<file path="config.mk">
export PLATFORM = sky130hd
export DESIGN_NAME = lcd_spi_rx
export DESIGN_NICKNAME = d
export VERILOG_FILES = /design/src/rtl/lcd_pkg.sv /design/src/rtl/sync_2ff.sv /design/src/rtl/lcd_spi_rx.sv
export SDC_FILE = /design/constraint.sdc
export NUM_CORES = 1
export LEC_CHECK = 0
export ABC_CLOCK_PERIOD_IN_PS = 2700
export CORE_ASPECT_RATIO = 0.5
export CORE_MARGIN = 8
export CORE_UTILIZATION = 54
export CTS_CLUSTER_SIZE = 25
export DETAILED_ROUTE_END_ITERATION = 16
export PLACE_DENSITY = 0.9
export SYNTH_ARGS = -nofsm -noshare
export SYNTH_HDL_FRONTEND = slang
export SYNTH_SLANG_ARGS = --single-unit
</file>
<file path="constraint.sdc">
create_clock -name clk -period 2.7 [get_ports clk]
set_clock_uncertainty 0.05 [all_clocks]
set_input_delay 0.27 -clock clk [delete_from_list [all_inputs] [get_ports clk]]
set_output_delay 0.27 -clock clk [all_outputs]
set_load 0.005 [all_outputs]
</file>
<file path="src/rtl/lcd_pkg.sv">
// Shared constants and FSM encoding for the LCD SPI receiver.
package lcd_pkg;

    localparam logic [7:0] CMD_RAMWR = 8'h2C;

    localparam int DEF_H_PIXELS = 160;
    localparam int DEF_V_PIXELS = 80;

    typedef enum logic [1:0] {
        IDLE   = 2'd0,
        PIX_HI = 2'd1,
        PIX_LO = 2'd2
    } lcd_state_t;

endpackage

</file>
<file path="src/rtl/sync_2ff.sv">
// Two-flop synchroniser bank with a per-bit idle level applied on reset.
module sync_2ff #(
    parameter int               WIDTH     = 1,
    parameter logic [WIDTH-1:0] RESET_VAL = '0
) (
    input  logic             clk,
    input  logic             rst,
    input  logic [WIDTH-1:0] d,
    output logic [WIDTH-1:0] q
);

    logic [WIDTH-1:0] meta;

    always_ff @(posedge clk or negedge rst) begin
        if (!rst) begin
            meta <= RESET_VAL;
            q    <= RESET_VAL;
        end else begin
            meta <= d;
            q    <= meta;
        end
    end

endmodule

</file>
<file path="src/rtl/lcd_spi_rx.sv">
// Receives a SPI-style LCD bus, emits bytes and assembles RGB565 pixels
// with raster coordinates after a RAMWR command.
module lcd_spi_rx
    import lcd_pkg::*;
#(
    parameter int H_PIXELS = DEF_H_PIXELS,
    parameter int V_PIXELS = DEF_V_PIXELS
) (
    input  logic        clk,
    input  logic        rst,
    input  logic        lcd_clk,
    input  logic        lcd_data,
    input  logic        lcd_cs,
    input  logic        lcd_rs,
    input  logic        lcd_resetn,
    output logic        byte_valid,
    output logic [7:0]  byte_data,
    output logic        byte_is_data,
    output logic        pixel_valid,
    output logic [15:0] pixel_rgb,
    output logic [7:0]  pixel_x,
    output logic [7:0]  pixel_y,
    output logic        frame_done,
    output logic        frame_error
);

    localparam logic [7:0] X_LAST    = 8'(H_PIXELS - 1);
    localparam logic [7:0] Y_LAST    = 8'(V_PIXELS - 1);
    // Idle levels in {resetn, rs, cs, data, clk} order
    localparam logic [4:0] SYNC_IDLE = 5'b10100;

    logic [4:0] bus_sync;
    logic       s_clk, s_data, s_cs, s_rs, s_resetn;
    logic       clk_d, cs_d;
    logic       clk_rise, cs_rise;
    logic [2:0] bit_cnt;
    logic [6:0] shift_reg;
    logic [7:0] rx_byte;
    logic [7:0] hi_byte;
    logic [7:0] x, y;
    lcd_state_t state;

    sync_2ff #(
        .WIDTH     (5),
        .RESET_VAL (SYNC_IDLE)
    ) u_sync (
        .clk (clk),
        .rst (rst),
        .d   ({lcd_resetn, lcd_rs, lcd_cs, lcd_data, lcd_clk}),
        .q   (bus_sync)
    );

    assign {s_resetn, s_rs, s_cs, s_data, s_clk} = bus_sync;
    assign clk_rise = s_clk & ~clk_d;
    assign cs_rise  = s_cs & ~cs_d;
    assign rx_byte  = {shift_reg, s_data};

    // Panel reset outranks byte completion, which outranks a cs abort
    always_ff @(posedge clk or negedge rst) begin
        if (!rst) begin
            clk_d        <= 1'b0;
            cs_d         <= 1'b1;
            bit_cnt      <= 3'd0;
            shift_reg    <= 7'd0;
            hi_byte      <= 8'd0;
            x            <= 8'd0;
            y            <= 8'd0;
            state        <= IDLE;
            byte_valid   <= 1'b0;
            byte_data    <= 8'd0;
            byte_is_data <= 1'b0;
            pixel_valid  <= 1'b0;
            pixel_rgb    <= 16'd0;
            pixel_x      <= 8'd0;
            pixel_y      <= 8'd0;
            frame_done   <= 1'b0;
            frame_error  <= 1'b0;
        end else begin
            clk_d       <= s_clk;
            cs_d        <= s_cs;
            byte_valid  <= 1'b0;
            pixel_valid <= 1'b0;
            frame_done  <= 1'b0;
            if (!s_resetn) begin
                bit_cnt     <= 3'd0;
                shift_reg   <= 7'd0;
                state       <= IDLE;
                x           <= 8'd0;
                y           <= 8'd0;
                frame_error <= 1'b0;
            end else if (clk_rise && !s_cs) begin
                shift_reg <= rx_byte[6:0];
                bit_cnt   <= bit_cnt + 3'd1;
                if (bit_cnt == 3'd7) begin
                    byte_valid   <= 1'b1;
                    byte_data    <= rx_byte;
                    byte_is_data <= s_rs;
                    if (!s_rs) begin
                        if (rx_byte == CMD_RAMWR) begin
                            state <= PIX_HI;
                            x     <= 8'd0;
                            y     <= 8'd0;
                        end else begin
                            state <= IDLE;
                        end
                    end else begin
                        case (state)
                            PIX_HI: begin
                                hi_byte <= rx_byte;
                                state   <= PIX_LO;
                            end
                            PIX_LO: begin
                                pixel_valid <= 1'b1;
                                pixel_rgb   <= {hi_byte, rx_byte};
                                pixel_x     <= x;
                                pixel_y     <= y;
                                state       <= PIX_HI;
                                if (x == X_LAST) begin
                                    x <= 8'd0;
                                    if (y == Y_LAST) begin
                                        y          <= 8'd0;
                                        frame_done <= 1'b1;
                                    end else begin
                                        y <= y + 8'd1;
                                    end
                                end else begin
                                    x <= x + 8'd1;
                                end
                            end
                            default: state <= IDLE;
                        endcase
                    end
                end
            end else if (cs_rise && bit_cnt != 3'd0) begin
                bit_cnt     <= 3'd0;
                frame_error <= 1'b1;
            end
        end
    end

endmodule

</file>
# After elaboration in Yosys (flattened, before gate mapping)
# Cells that the tools add are included.
# totals
latchBits	0
ram_bits	0
input_bits	7
register_bits	93
n_memories	0
out_inout_bits	45
word_cells	94
romBits	0
# op_classes
n_div	0
mul	0
shifts	0
reduce_logical	11
magnitude_cmp	0
muxes	43
n_bitwise	4
n_eq_ne	14
add_sub_neg	3
# op_table
operator	n
2-to-1 mux 8 bit	14
2-to-1 mux 1 bit	19
adder 8 x 1 -> 8 bit (second input constant)	2
AND reduction 5 bit	3
2-to-1 mux 7 bit	2
inequality test 3 bit (second input constant)	4
2-to-1 mux 3 bit	3
== test 8 x 6 -> 1 bit (second input constant)	1
== test 8 x 7 -> 1 bit (second input constant)	1
== test 8 bit (second input constant)	1
2-to-1 mux 2 bit	4
inequality test 2 bit (second input constant)	4
case mux 2 bit (2 select lines)	1
AND reduction 2 bit	2
AND reduction 4 bit	1
adder 3 x 1 -> 3 bit (second input constant)	1
== test 3 bit (second input constant)	1
AND reduction 3 bit	1
nonzero test 3 bit	1
AND 1 bit	2
== test 2 x 1 -> 1 bit (second input constant)	1
== test 2 bit (second input constant)	1
logical AND 1 bit	2
NOT 1 bit	2
logical NOT 1 bit	1

# Logic depth before layout (Yosys ltp)
# logic_depth
depth_word	8
ltp_mapped	9
depth_no_buf	7

# Hierarchy
# A second synthesis with hierarchy kept.
# unflattened
hier_cells	300
hier_area_um2	3921.3
# modules_own_cells
mod	cells_per_inst	seq_area_each_um2	area_per_inst_um2	instances
lcd_spi_rx	290	2078.2	3666.0	1
sync_2ff	10	255.2	255.2	1

# Least setup slack after synthesis
# OpenSTA, ideal clock, no wires.
# synth_timing
path_kind	register to register
start	register bit_cnt[0]
end	register hi_byte[0]
setup_ps	125
arrival_ps	1920
required_time_ps	2525
slack_ps	606
path_buffers	1
period_less_slack_ps	2094
stages_incl_launch_ff	8
cell_sequence	dfrtp_1 > ha_1 > ha_1 > and4bb_2 > buf_4 > nand2_4 > nor4b_4 > mux2_2
# synth_via
elab_chain_cells	2
# synth_lines
element	line	text
start: declaration	lcd_spi_rx.sv:36	logic [2:0] bit_cnt;
start signal: assignment	lcd_spi_rx.sv:93	bit_cnt <= bit_cnt + 3'd1;
== test 3 bit	lcd_spi_rx.sv:94	if (bit_cnt == 3'd7) begin
AND reduction 5 bit (no source line)	n/a	
end signal: assignment	lcd_spi_rx.sv:109	hi_byte <= rx_byte;
end: declaration	lcd_spi_rx.sv:39	logic [7:0] hi_byte;
# Every way passes these cells.
# A chain may end at the register's enable or synchronous reset.

# Final worst setup path
# layout_timing
start	register bit_cnt[0]
end	register hi_byte[6]
# The elaborated chain is that of the path after synthesis.

==> key figures <==
Outcome
  • Status: complete, no violations

Final layout
  • Antenna cells: 0
  • Biggest register: pixel_rgb
  • Share of post-route cells with drive strength above 1: 12.5%
  • Fillers: 456
  • Nets: 440
  • Final Instance Area: 4780 um^2
  • Layout Utilization: 70.3%
  • Flip-flop count of the largest register after layout: 16
  • Layout area overhead: 24.0%

Place
  • Hpwl dp: 5810 um
  • GP Congestion: 0.823
  • Placed Area: 4480 um^2
  • Port bufs: 51
  • Place WS: approximately 0.29 ns

Global routing
  • First-pass GRT wire length: 15800 um
  • GR Overflow Total: 0
  • Total Routing Usage GR: 19.8%
  • Initial antenna violation count: 0
  • Largest net degree at the start of global routing: 58
  • Vias in the first global route: a little over 3000

Die
  • Top Ports: 52
  • Rows: 21
  • Core Area: 6810 um^2
  • Die width: 136 um
  • Die Footprint: 10300 um^2
  • Starting Density: 56.7%
  • Die Y: approximately 76 um

Clocking
  • CTS tree: yes
  • Clk_lat worst skew: 0.35 ns
  • Clock Path Buffers: 2
  • Clock-pin transition on the worst setup and hold timing paths: 0.07 ns
  • # clock sinks: 93
  • Post-cts resize count: 0
  • TritonCTS Buffers: 9
  • H-tree depth: 3
  • Clk root buf: clkbuf_16

Logic synthesis
  • Ys Warns: 0
  • Number of flops mapped to enable cells by yosys: 0
  • Mapped Avg Cell Area: just over 10 um^2
  • Most used DFF post-synth: dfrtp_1
  • Ranking of synthesized cells by area: dfrtp_1, nand2_1, mux2_2
  • Sequential-to-total area share from yosys stat: 60.5%
  • Leading area contributor after synthesis: dfrtp_1
  • Async S/R FF share, synth: 100%
  • Mapped Nets: 384
  • Synth top area share: between 50% and 60%
  • Gate Count Post-Synth: about 370
  • Synth unique cells: 47
  • Mapped Area: 3860 um^2
  • Yosys reg bits: between 90 and 100

Setup path
  • CP max FO: 13
  • Setup CP Type: flip-flop to flip-flop
  • Critical Path Start Type: flip-flop
  • Worst setup EP type: flip-flop
  • Arr. time, crit path: 2.71 ns
  • Critical Path RT: ~2.9 ns

Timing
  • Pins Over Slew Limit: 0
  • Final-report setup violation count: 0
  • Fin crit share: 93.7%
  • Hold Fails Final Rpt: 0
  • Rel. slew slack: 24.6%
  • Clock period minus worst slack: 2.53 ns
  • Setup TNS: 0 ns
  • Worst setup margin: 0.171 ns
  • Unrepaired setup endpoints after global routing: false
  • Fmax: 0.395 GHz
  • Slew @ Worst Pin: ~1.1 ns

Power and ir drop
  • Pwr Total: about 2.7 mW
  • Worst VDD drop: 341 uV
  • PD cells: 567 nW/um^2
  • Static leakage: ~2.2 nW

Route
  • Antenna viol nets, final: 0
  • Initial DRC count: 252
  • DRC: 0
  • Routed length per placed instance: 18.3 um
  • Via-to-Cell Ratio: between 5 and 6
  • Drt total wl: 9610 um
  • Via count: 3040
  • DRT Pass-1 Iters: 4

Min path
  • Hold crit path type: input pin to flip-flop

Run
  • Max Cap Violations: 0
## cells in the mapped netlist (all sizes together), types with 2 or more instances
cell and n:
o221ai 2, nor2 10, buf 6, dfrtp 88, mux2i 2, nor3b 2
and2 4, a31oi 6, dfstp 5, nand2 125, o21a 2, and3 2
nand4 7, nor3 4, a31o 2, ha 5, mux2 17, o31ai 3
inv 12, o21ai 12, o311ai 2, nor4 2, nand3 6, a21oi 13
a41oi 2, clkbuf 10, a22oi 2, nor4b 3, o22a 2
## worst paths after layout
| path | to | slack (ns) | start | cells after the start |
|---|---|---|---|---|
| max | hi_byte[6] | 0.17 | bit_cnt[0] | 6 |
| min | u_sync.meta[4] | 0.28 | lcd_resetn | 1 |
| max reg2reg | hi_byte[6] | 0.17 | bit_cnt[0] | 6 |
| min reg2reg | u_sync.q[1] | 0.31 | u_sync.meta[1] | 0 |
| max in group asynchronous | x[6] | 1.46 | rst | 3 |
| min in group asynchronous | byte_data[6] | 0.47 | rst | 2 |
## through the flow
| step | hold slack [ns] | cells |
|---|---|---|
| floorplan | -0.0756 | 372 |
| global placement | 0.284 | 508 |
| detailed placement | 0.287 | 508 |
| CTS | 0.275 | 525 |
| global route | 0.276 | 525 |
| finish | 0.276 | 525 |
## metal layers
layer	GRT usage (%)	share of wire, %	up-vias
met5	0	0	-
met4	6.59	2.2	0
met3	5.79	6.6	25
met2	33.5	48	146
met1	24.2	43	1484
li1	-	-	1385
## where the power goes
part / internal [mW] / switching (mW) / leakage, nW
registers: 1.41 / 0.0134 / 1.27
clock network: 0.647 / 0.576 / 0.140
logic: 0.0206 / 0.0503 / 0.841
total: 2.07 / 0.640 / 2.25
## kinds of logic (layout without fill, tap and decap cells)
logic type / count (synthesis) / after routing / synth area share, %
AND/OR/NAND/NOR: 173 / 173 / 20.4
flip-flops: 93 / 93 / 60.5
AO/OA/AOI/OAI: 53 / 53 / 8.89
buffers and inverters: 28 / 89 / 2.89
multiplexers: 19 / 19 / 5.48
adder cells (fa/ha/maj): 5 / 5 / 1.62
XOR/XNOR: 1 / 1 / 0.227
## critical path: stages (launching register included)
cell and delay, ns:
dfrtp_1 0.40, ha_1 0.17, ha_1 0.17, and4bb_2 0.39, nand2_4 0.18, nor4b_4 0.63
mux2_2 0.41
## what timing repair did
action	4_1_cts	5_1_grt
setup endpoints to repair	0	0
hold endpoints to repair	49	0
setup buffers	0	0
hold buffers	1	0
## layout make-up
| cell class | instances | area (um^2) | share of cell area (%) |
|---|---|---|---|
| clock inverter | 7 | 65.1 | 1.36 |
| multi-input combinational | 251 | 1410 | 29.5 |
| tap | 92 | 115 | 2.41 |
| sequential | 93 | 2330 | 48.8 |
| clock buffer | 9 | 225 | 4.71 |
| timing repair buffer | 61 | 586 | 12.2 |
| inverter | 12 | 45.0 | 0.942 |
## cell usage in the layout (no fill, tap or decap), types with 7 or more instances in the layout
| cell type | Yosys | routed |
|---|---|---|
| nand2_1 | 124 | 124 |
| dfrtp_1 | 88 | 88 |
| clkdlybuf4s50_1 | 0 | 50 |
| mux2_2 | 17 | 17 |
| a21oi_1 | 13 | 13 |
| inv_1 | 12 | 12 |
| o21ai_0 | 12 | 12 |
| nor2_1 | 10 | 10 |
| buf_4 | 1 | 10 |
| clkbuf_16 | 0 | 9 |
| nand4_1 | 7 | 7 |
No activity file was read; power rests on OpenSTA's default activity.
